[config.mk]
export PLATFORM = sky130hd
export DESIGN_NAME = muldiv_unit
export DESIGN_NICKNAME = d
export VERILOG_FILES = /design/src/rtl/muldiv_pkg.sv /design/src/rtl/muldiv_cache.sv /design/src/rtl/muldiv_unit.sv
export SDC_FILE = /design/constraint.sdc
export NUM_CORES = 2
export LEC_CHECK = 0
export CORE_MARGIN = 5
export CORE_UTILIZATION = 50
export DETAILED_ROUTE_END_ITERATION = 7
export PLACE_DENSITY = 0.67
export SYNTH_ARGS = -nofsm -noshare
export SYNTH_HDL_FRONTEND = slang
export SYNTH_SLANG_ARGS = --single-unit
[constraint.sdc]
create_clock -name sys_clk -period 9.8 [get_ports sys_clk]
set_input_delay 1.96 -clock sys_clk [delete_from_list [all_inputs] [get_ports sys_clk]]
set_output_delay 1.96 -clock sys_clk [all_outputs]
set_load 0.02 [all_outputs]
[src/rtl/muldiv_pkg.sv]
`default_nettype none
// ============================================================================
// Module      : muldiv_pkg
// Description : Op/kind encodings, FSM states and op decode helpers shared
//               by the multiply/divide unit and its result cache.
// Revision    : 1.0 - initial release
// ============================================================================
package muldiv_pkg;

    localparam logic [2:0] c_op_mul    = 3'd0;
    localparam logic [2:0] c_op_mulh   = 3'd1;
    localparam logic [2:0] c_op_mulhsu = 3'd2;
    localparam logic [2:0] c_op_mulhu  = 3'd3;
    localparam logic [2:0] c_op_div    = 3'd4;
    localparam logic [2:0] c_op_divu   = 3'd5;
    localparam logic [2:0] c_op_rem    = 3'd6;
    localparam logic [2:0] c_op_remu   = 3'd7;

    typedef enum logic [2:0] {
        KIND_MUL_SS = 3'd0,
        KIND_MUL_SU = 3'd1,
        KIND_MUL_UU = 3'd2,
        KIND_DIV_S  = 3'd3,
        KIND_DIV_U  = 3'd4
    } kind_t;

    typedef enum logic [2:0] {
        S_IDLE  = 3'd0,
        S_MUL   = 3'd1,
        S_DIV   = 3'd2,
        S_FIXUP = 3'd3,
        S_DONE  = 3'd4
    } state_t;

    // The low product half is sign-agnostic, so a plain mul is filed as unsigned.
    function automatic kind_t op_kind(input logic [2:0] op);
        case (op)
            c_op_mulh:            return KIND_MUL_SS;
            c_op_mulhsu:          return KIND_MUL_SU;
            c_op_mul, c_op_mulhu: return KIND_MUL_UU;
            c_op_div, c_op_rem:   return KIND_DIV_S;
            default:              return KIND_DIV_U;
        endcase
    endfunction

    function automatic logic op_signed_a(input logic [2:0] op);
        return (op == c_op_mulh) || (op == c_op_mulhsu) || (op == c_op_div) || (op == c_op_rem);
    endfunction

    function automatic logic op_signed_b(input logic [2:0] op);
        return (op == c_op_mulh) || (op == c_op_div) || (op == c_op_rem);
    endfunction

    function automatic logic is_mul_kind(input kind_t k);
        return (k == KIND_MUL_SS) || (k == KIND_MUL_SU) || (k == KIND_MUL_UU);
    endfunction

endpackage
`default_nettype wire

[src/rtl/muldiv_cache.sv]
`default_nettype none
// ============================================================================
// Module      : muldiv_cache
// Description : One-entry result cache tagged by {a, b, kind}; holds the full
//               product or the {remainder, quotient} pair.
// Revision    : 1.0 - initial release
// ============================================================================
module muldiv_cache
    import muldiv_pkg::*;
#(
    parameter int XLEN = 32
) (
    input  logic              clk,
    input  logic              rst,
    input  logic [XLEN-1:0]   i_a,
    input  logic [XLEN-1:0]   i_b,
    input  logic [2:0]        i_op,
    input  logic              i_we,
    input  logic [XLEN-1:0]   i_wr_a,
    input  logic [XLEN-1:0]   i_wr_b,
    input  kind_t             i_wr_kind,
    input  logic [2*XLEN-1:0] i_wr_data,
    output logic              o_hit,
    output logic [2*XLEN-1:0] o_data
);

    logic              r_valid;
    logic [XLEN-1:0]   r_tag_a;
    logic [XLEN-1:0]   r_tag_b;
    kind_t             r_tag_kind;
    logic [2*XLEN-1:0] r_data;
    logic              w_kind_ok;

    always_ff @(posedge clk) begin
        if (rst) begin
            r_valid    <= 1'b0;
            r_tag_a    <= '0;
            r_tag_b    <= '0;
            r_tag_kind <= KIND_MUL_SS;
            r_data     <= '0;
        end else if (i_we) begin
            r_valid    <= 1'b1;
            r_tag_a    <= i_wr_a;
            r_tag_b    <= i_wr_b;
            r_tag_kind <= i_wr_kind;
            r_data     <= i_wr_data;
        end
    end

    // Any stored product carries the low half that a plain mul needs.
    assign w_kind_ok = (r_tag_kind == op_kind(i_op)) ||
                       ((i_op == c_op_mul) && is_mul_kind(r_tag_kind));
    assign o_hit     = r_valid && (r_tag_a == i_a) && (r_tag_b == i_b) && w_kind_ok;
    assign o_data    = r_data;

endmodule
`default_nettype wire

[src/rtl/muldiv_unit.sv]
`default_nettype none
// ============================================================================
// Module      : muldiv_unit
// Description : Iterative multiply (MUL_BITS per cycle) / restoring divide
//               unit with a one-entry result cache and pipeline stall output.
// Revision    : 1.0 - initial release
// ============================================================================
module muldiv_unit
    import muldiv_pkg::*;
#(
    parameter int XLEN     = 32,
    parameter int MUL_BITS = 4
) (
    input  logic            sys_clk,
    input  logic            rst,
    input  logic            start,
    input  logic            flush,
    input  logic [2:0]      op,
    input  logic [XLEN-1:0] a,
    input  logic [XLEN-1:0] b,
    output logic [XLEN-1:0] result,
    output logic            result_valid,
    output logic            busy,
    output logic            stall
);

    localparam int              c_cnt_w      = $clog2(XLEN) + 1;
    localparam int              c_mul_cycles = XLEN / MUL_BITS;
    localparam logic [XLEN-1:0] c_min        = {1'b1, {(XLEN-1){1'b0}}};

    state_t              r_state, w_state_nxt;
    logic [2:0]          r_op;
    logic [XLEN-1:0]     r_a, r_b;
    logic [c_cnt_w-1:0]  r_cnt;
    logic [2*XLEN-1:0]   r_acc, r_mcand;
    logic [XLEN-1:0]     r_mplier, r_quo, r_rem, r_divisor, r_result;
    logic                r_neg, r_rneg;

    logic                w_accept, w_sa, w_sb, w_div0, w_ovf, w_hit, w_cache_we;
    logic [XLEN-1:0]     w_mag_a, w_mag_b, w_special_res, w_quo_f, w_rem_f;
    logic [2*XLEN-1:0]   w_pp, w_prod, w_fix_data, w_cache_data;
    logic [XLEN:0]       w_rem_shift, w_rem_diff;

    // mul and div return the low half / quotient; everything else the high half / remainder.
    function automatic logic [XLEN-1:0] sel_half(input logic [2:0] o, input logic [2*XLEN-1:0] d);
        return ((o == c_op_mul) || (o == c_op_div) || (o == c_op_divu)) ? d[XLEN-1:0] : d[2*XLEN-1:XLEN];
    endfunction

    assign w_accept      = start && !flush;
    assign w_sa          = op_signed_a(op) && a[XLEN-1];
    assign w_sb          = op_signed_b(op) && b[XLEN-1];
    assign w_mag_a       = w_sa ? -a : a;
    assign w_mag_b       = w_sb ? -b : b;
    assign w_div0        = op[2] && (b == '0);
    assign w_ovf         = op[2] && op_signed_b(op) && (a == c_min) && (b == '1);
    assign w_special_res = w_div0 ? (op[1] ? a : '1) : (op[1] ? '0 : c_min);

    assign w_pp        = r_mcand * {{(2*XLEN-MUL_BITS){1'b0}}, r_mplier[MUL_BITS-1:0]};
    assign w_rem_shift = {r_rem, r_quo[XLEN-1]};
    assign w_rem_diff  = w_rem_shift - {1'b0, r_divisor};

    assign w_prod      = r_neg ? -r_acc : r_acc;
    assign w_quo_f     = r_neg ? -r_quo : r_quo;
    assign w_rem_f     = r_rneg ? -r_rem : r_rem;
    assign w_fix_data  = r_op[2] ? {w_rem_f, w_quo_f} : w_prod;
    assign w_cache_we  = (r_state == S_FIXUP) && !flush;

    muldiv_cache #(.XLEN(XLEN)) u_cache (
        .clk       (sys_clk),
        .rst       (rst),
        .i_a       (a),
        .i_b       (b),
        .i_op      (op),
        .i_we      (w_cache_we),
        .i_wr_a    (r_a),
        .i_wr_b    (r_b),
        .i_wr_kind (op_kind(r_op)),
        .i_wr_data (w_fix_data),
        .o_hit     (w_hit),
        .o_data    (w_cache_data)
    );

    always_comb begin
        w_state_nxt = r_state;
        case (r_state)
            S_IDLE: begin
                if (w_accept) begin
                    if (w_hit || w_div0 || w_ovf) w_state_nxt = S_DONE;
                    else if (op[2])               w_state_nxt = S_DIV;
                    else                          w_state_nxt = S_MUL;
                end
            end
            S_MUL: begin
                if (flush)                                      w_state_nxt = S_IDLE;
                else if (r_cnt == c_cnt_w'(c_mul_cycles - 1))   w_state_nxt = S_FIXUP;
            end
            S_DIV: begin
                if (flush)                                      w_state_nxt = S_IDLE;
                else if (r_cnt == c_cnt_w'(XLEN - 1))           w_state_nxt = S_FIXUP;
            end
            S_FIXUP: w_state_nxt = flush ? S_IDLE : S_DONE;
            default: w_state_nxt = S_IDLE;
        endcase
    end

    always_ff @(posedge sys_clk) begin
        if (rst) begin
            r_state   <= S_IDLE;
            r_op      <= '0;
            r_a       <= '0;
            r_b       <= '0;
            r_cnt     <= '0;
            r_acc     <= '0;
            r_mcand   <= '0;
            r_mplier  <= '0;
            r_quo     <= '0;
            r_rem     <= '0;
            r_divisor <= '0;
            r_neg     <= 1'b0;
            r_rneg    <= 1'b0;
            r_result  <= '0;
        end else begin
            r_state <= w_state_nxt;
            case (r_state)
                S_IDLE: begin
                    if (w_accept) begin
                        r_op      <= op;
                        r_a       <= a;
                        r_b       <= b;
                        r_cnt     <= '0;
                        r_neg     <= w_sa ^ w_sb;
                        r_rneg    <= w_sa;
                        r_acc     <= '0;
                        r_mcand   <= {{XLEN{1'b0}}, w_mag_a};
                        r_mplier  <= w_mag_b;
                        r_quo     <= w_mag_a;
                        r_rem     <= '0;
                        r_divisor <= w_mag_b;
                        if (w_div0 || w_ovf) r_result <= w_special_res;
                        else if (w_hit)      r_result <= sel_half(op, w_cache_data);
                    end
                end
                S_MUL: begin
                    r_acc    <= r_acc + w_pp;
                    r_mcand  <= r_mcand << MUL_BITS;
                    r_mplier <= r_mplier >> MUL_BITS;
                    r_cnt    <= r_cnt + c_cnt_w'(1);
                end
                S_DIV: begin
                    // Restore on a negative trial difference; the borrow is the inverted quotient bit.
                    r_rem <= w_rem_diff[XLEN] ? w_rem_shift[XLEN-1:0] : w_rem_diff[XLEN-1:0];
                    r_quo <= {r_quo[XLEN-2:0], ~w_rem_diff[XLEN]};
                    r_cnt <= r_cnt + c_cnt_w'(1);
                end
                S_FIXUP: begin
                    if (!flush) r_result <= sel_half(r_op, w_fix_data);
                end
                default: ;
            endcase
        end
    end

    assign result       = r_result;
    assign result_valid = (r_state == S_DONE);
    assign busy         = (r_state == S_MUL) || (r_state == S_DIV) || (r_state == S_FIXUP);
    assign stall        = ((r_state == S_IDLE) && w_accept) || busy;

endmodule
`default_nettype wire

# --- Yosys cells after proc, flatten, opt, wreduce, memory -nomap -nowiden ---
# Cells that the tools add are included.
word_totals:
  reg_bits: 498
  wordCells: 152
  inputBits: 71
classes:
  bitwise_logic: 2
  n_mux: 40
  eq_ne: 30
  n_addsub: 8
  n_mul: 1
  n_reduce_logical: 52
op_table:
  columns: ["cell", "n"]
  rows:
  - ["2-to-1 mux 32 bit", 17]
  - ["2-to-1 mux 64 bit", 4]
  - ["case mux 32 bit (2 select lines)", 4]
  - ["case mux 64 bit (2 select lines)", 2]
  - ["negation 32 bit", 4]
  - ["adder 64 bit", 1]
  - ["equality test 32 bit", 2]
  - ["equality test 32 bit (second input constant)", 2]
  - ["multiplier 64 x 4 -> 64 bit", 1]
  - ["negation 64 bit", 1]
  - ["case mux 3 bit (4 select lines)", 3]
  - ["subtractor 33 x 32 -> 33 bit", 1]
  - ["logical NOT 32 bit", 1]
  - ["equality test 3 x 2 -> 1 bit (second input constant)", 7]
  - ["equality test 3 bit (second input constant)", 7]
  - ["2-to-1 mux 3 bit", 7]
  - ["logical OR 1 bit", 18]
  - ["logical AND 1 bit", 13]
  - ["equality test 3 x 1 -> 1 bit (second input constant)", 4]
  - ["logical NOT 3 bit", 4]
  - ["case mux 6 bit (2 select lines)", 1]
  - ["OR reduction 2 bit", 5]
  - ["!= test 3 bit (second input constant)", 3]
  - ["AND reduction 2 bit", 4]
  - ["other kinds (13)", 17]

# --- Depth between registers and ports, before layout ---
logic_depth:
  ltp_word: 11
  depth_mapped: 20

# --- By module ---
# A second synthesis with hierarchy kept.
hier_totals:
  cells_unflattened: 4637
  hier_area_um2: 36545.0
by_module_without_submodules:
  columns: ["module", "n_inst", "cells_each", "area_per_inst_um2"]
  rows:
  - ["muldiv_unit", 1, 4105, 31129.9]
  - ["muldiv_cache", 1, 532, 5415.2]

# --- Worst setup path before layout ---
# OpenSTA, ideal clock, no wires.
synth_timing:
  kind: "input to output"
  from: "input port flush"
  to: "output port stall"
  n_path_buf: 3
  t_arrival_ns: 3.229
  setup_slack_ns: 4.611
  path_stages: 6
  path_cell_list: "clkbuf_1 -> nor2_1 -> nand3_1 -> clkbuf_1 -> buf_1 -> o21ai_0"
synth_between:
  elab_chain_len: 4
synth_lines:
  columns: ["item", "line_no", "source"]
  rows:
  - ["start, declared", "muldiv_unit.sv:17", "input logic flush,"]
  - ["logical NOT 1 bit", null, null]
  - ["logical AND 1 bit", "muldiv_unit.sv:49", "assign w_accept = start && !flush;"]
  - ["logical AND 1 bit", "muldiv_unit.sv:166", "assign stall = ((r_state == S_IDLE) && w_accept) || busy;"]
  - ["logical OR 1 bit", "muldiv_unit.sv:166", null]
  - ["end, declared", "muldiv_unit.sv:24", "output logic stall"]
# No other way between the ends.

# --- Final worst setup path ---
layout_timing:
  from: "register r_mplier[3]"
  to: "register r_acc[60]"
layout_between:
  elab_chain_len: 3
layout_lines:
  columns: ["item", "line_no", "source"]
  rows:
  - ["start, declared", "muldiv_unit.sv:36", "logic [XLEN-1:0] r_mplier, r_quo, r_rem, r_divisor, r_result;"]
  - ["start signal, assigned", "muldiv_unit.sv:135", "r_mplier <= w_mag_b;"]
  - ["start signal, assigned", "muldiv_unit.sv:146", "r_mplier <= r_mplier >> MUL_BITS;"]
  - ["multiplier 64 x 4 -> 64 bit", "muldiv_unit.sv:58", "assign w_pp = r_mcand * {{(2*XLEN-MUL_BITS){1'b0}}, r_mplier[MUL_BITS-1:0]};"]
  - ["adder 64 bit", "muldiv_unit.sv:144", "r_acc <= r_acc + w_pp;"]
  - ["case mux 64 bit (2 select lines)", "muldiv_unit.sv:124", "case (r_state)"]
  - ["end signal, assigned", "muldiv_unit.sv:144", null]
  - ["end, declared", "muldiv_unit.sv:35", "logic [2*XLEN-1:0] r_acc, r_mcand;"]
# No other way between the ends.
# A chain may end at the register's enable or synchronous reset.

==> metrics.md <==
| Metric | Value |
|---|---|
| CP Data Required Time | 10.30 ns |
| Routed Antenna Nets | 0 |
| # nets final | 5087 |
| Most frequent cells in the layout | nand2_1, a21oi_1, dfxtp_1, inv_1, nor2_1 |
| Core footprint | 73100 um2 |
| Detailed-placement wirelength estimate | 90.9 mm |
| CTS tree | yes |
| Largest net degree at the start of global routing | 189 |
| Syn nets | 5230 |
| Mapped Area | 36900 um2 |
| Layout cells sized above 1 | 0.0423 |
| Congestion Overflow GR | 0 |
| Least-Margin Pin Slew | 1.39 ns |
| Initial core utilization | 0.505 |
| Gpl congestion | 0.944 |
| Root buf cell | clkbuf_16 |
| DR vias | 34800 |
| Antenna violations before repair | 2 |
| Die Y | 282 um |
| Crit Path Class | reg -> reg |
| Achievable frequency | 151 MHz |
| Worst vdd ir | 0.148 mV |
| Layout fillers | 7072 |
| Place WS | 3.04 ns |
| Final wirelength | 124 mm |
| Reg2reg setup slack | 3.18 ns |
| Leading cell type in the layout, fill and taps excluded | nand2_1 |
| Final-report setup violation count | 0 |
| HP Class | reg -> reg |
| Most numerous cell on the critical path | fa_1 |
| Number of flops mapped to enable cells by yosys | 0 |
| Final hold slack | 0.447 ns |
| Drt via density | 6.07 |
| Worst-Skew Late Latency | 0.68 ns |
| Clock Sinks | 497 |
| Port bufs | 105 |
| CTS Hold Buffers Added | 0 |
| Synthesis warning total | 0 |
| H-tree levels | 2 |
| Ordered cell list for the critical path | buf_4 > and2_1 > fa_1 > fa_1 > inv_1 > fa_1 > inv_1 > ha_1 > o21ai_0 > o21a_1 > nor4_1 > o21ai_1 > a2111oi_0 > o2111ai_1 > a31oi_1 > a31oi_1 > xor2_1 > o21ai_1 |
| Setup TNS | 0 ns |
| Reg area | 9960 um2 |
| Number of global-route vias before repair | 32200 |
| CTS resizes | 0 |
| Multi-input logic area | 24200 um2 |
| DR DRC count | 0 |
| Top FF cell, synth | dfxtp_1 |
| Status | completed |
| Post-route core utilization | 0.551 |
| # rows | 99 |
| Crit path max fanout | 38 |
| Syn_area_per_cell | 7.57 um2 |
| Top delay family on crit path | compound AO/OA/AOI/OAI gates |
| Skew final | 0.0561 ns |
| Startpoint types | register |
| DR iter-0 viols | 3667 |
| Seq/Total Area, Yosys | 0.270 |
| Crit path buf inv count | 3 |
| Total GRT Usage | 0.304 |
| Final Hold Viols | 0 |
| RSZ-0062 raised after global routing | false |
| MaxCap Viol Count | 0 |
| Synth area leaders | dfxtp_1, fa_1, nand2_1, a21oi_1, and2_1 |
| CP Capture Type | register |
| Clock tree buffer depth | 3 |
| Post-route clock period utilization | 0.676 |
| Pins Over Slew Limit | 0 |
| Global-route wire length before repair | 192 mm |
| Pre-antenna DRT Iters | 8 |
| Arrival time worst endpoint | 7.13 ns |
| Slew HR | 0.0636 |
| Slowest CP cell | a2111oi_0 |
| WL/cell | 21.6 um |
| Die area | 79300 um2 |
| Synthesized flop and latch total | 497 |
| Synth area leader | dfxtp_1 |
| Setup bufs post-CTS | 0 |
| Synth Instances | 4870 |
| Pwr per Cell Area | 147 nW/um2 |
| Die Wd | 282 um |
| Leakage dissipation | 16.1 nW |
| Tmin final | 6.62 ns |
| Worst Slack Setup Final | 3.18 ns |
| Asr flop ratio synth | 0 |
| Ports | 106 |
| CP max stage delay | 0.83 ns |
| TritonCTS buffer count | 58 |
| Area grow syn2layout | 9.19% |
| Synth cell types | 95 |
| Post-synth top area share | 0.270 |
| Clock transition time at the flip-flop clock pins of the worst setup and hold paths | 0.07 ns |
-- report_power, final --
part	leakage (nW)	total (mW)	switching, mW	internal [mW]
Combinational	11.0	1.38	0.938	0.446
Sequential	4.03	2.20	0.102	2.10
Clock	1.03	2.35	0.982	1.36
-- state kept, by name, summed over array words and instances (netlist names), 31 cells and up --
signal	flops
r_divisor	31
r_mcand	64
r_quo	32
r_rem	32
r_acc	64
u_cache.r_tag_b	32
u_cache.o_data	64
r_a	32
u_cache.r_tag_a	32
r_b	32
r_mplier	32
result	32
-- layer usage --
metal,vias up,global-route usage,wire length (um)
li1,16300,-,-
met1,16800,0.429,53500
met2,1486,0.472,54600
met3,223,0.0597,11400
met4,2,0.0983,4510
met5,-,0,23
-- cell families after synthesis --
family,after synthesis,share of synthesized area
simple gates,1745,0.223
compound gates,1270,0.213
buf+inv,732,0.0755
flops,497,0.270
fa+ha+maj,289,0.135
xor+xnor,264,0.0627
mux,73,0.0213
-- final timing paths --
check / to / start / depth (start not counted)
setup / recovery: r_acc[60] / r_mplier[3] / 18
hold / removal: u_cache.r_tag_a[31] / r_a[31] / 2
setup reg to reg: r_acc[60] / r_mplier[3] / 18
hold reg to reg: u_cache.r_tag_a[31] / r_a[31] / 2
-- synth_stat cells, drive strengths merged (21+ instances only) --
library cell / n
or3: 28
nor2: 269
inv: 387
ha: 106
o31ai: 45
xor2: 101
nand2: 758
and3: 23
fa: 183
dfxtp: 497
a211oi: 35
a22oi: 63
xnor2: 163
buf: 35
o21ai: 245
a31oi: 67
nand2b: 26
mux2i: 64
clkbuf: 308
a21oi: 496
o22ai: 25
nor4: 36
or4: 21
and2: 251
nand3: 152
a21o: 67
nand4: 53
o211ai: 35
nor3: 67
-- worst reg2reg max path, cell delays in order (launching register included) --
cell and delay, ns:
dfxtp_2 0.61, buf_4 0.45, and2_1 0.26, fa_1 0.42, fa_1 0.55, inv_1 0.06, fa_1 0.51, inv_1 0.04
ha_1 0.33, o21ai_0 0.13, o21a_1 0.22, nor4_1 0.82, o21ai_1 0.34, a2111oi_0 0.83, o2111ai_1 0.18, a31oi_1 0.38
a31oi_1 0.16, xor2_1 0.15, o21ai_1 0.06
-- through the flow --
stage | cell area (um2) | power, mW | std cells
final | 40300 | 5.93 | 5735
after global routing | 40300 | 6.16 | 5735
after CTS | 40300 | 5.92 | 5734
after detailed placement | 38200 | 3.60 | 5626
after global placement | 38200 | 3.59 | 5626
after floorplan | 36900 | 3.18 | 4870
-- area by class of cell --
| class | instances | area share |
|---|---|---|
| antenna | 1 | 0.0000622 |
| clock buffer | 81 | 0.0427 |
| clock inverter | 27 | 0.00861 |
| inverter | 389 | 0.0363 |
| multi-input combinational | 3641 | 0.602 |
| sequential | 497 | 0.247 |
| tap | 959 | 0.0298 |
| timing repair buffer | 140 | 0.0331 |
Power figures use the tool's default switching activity.
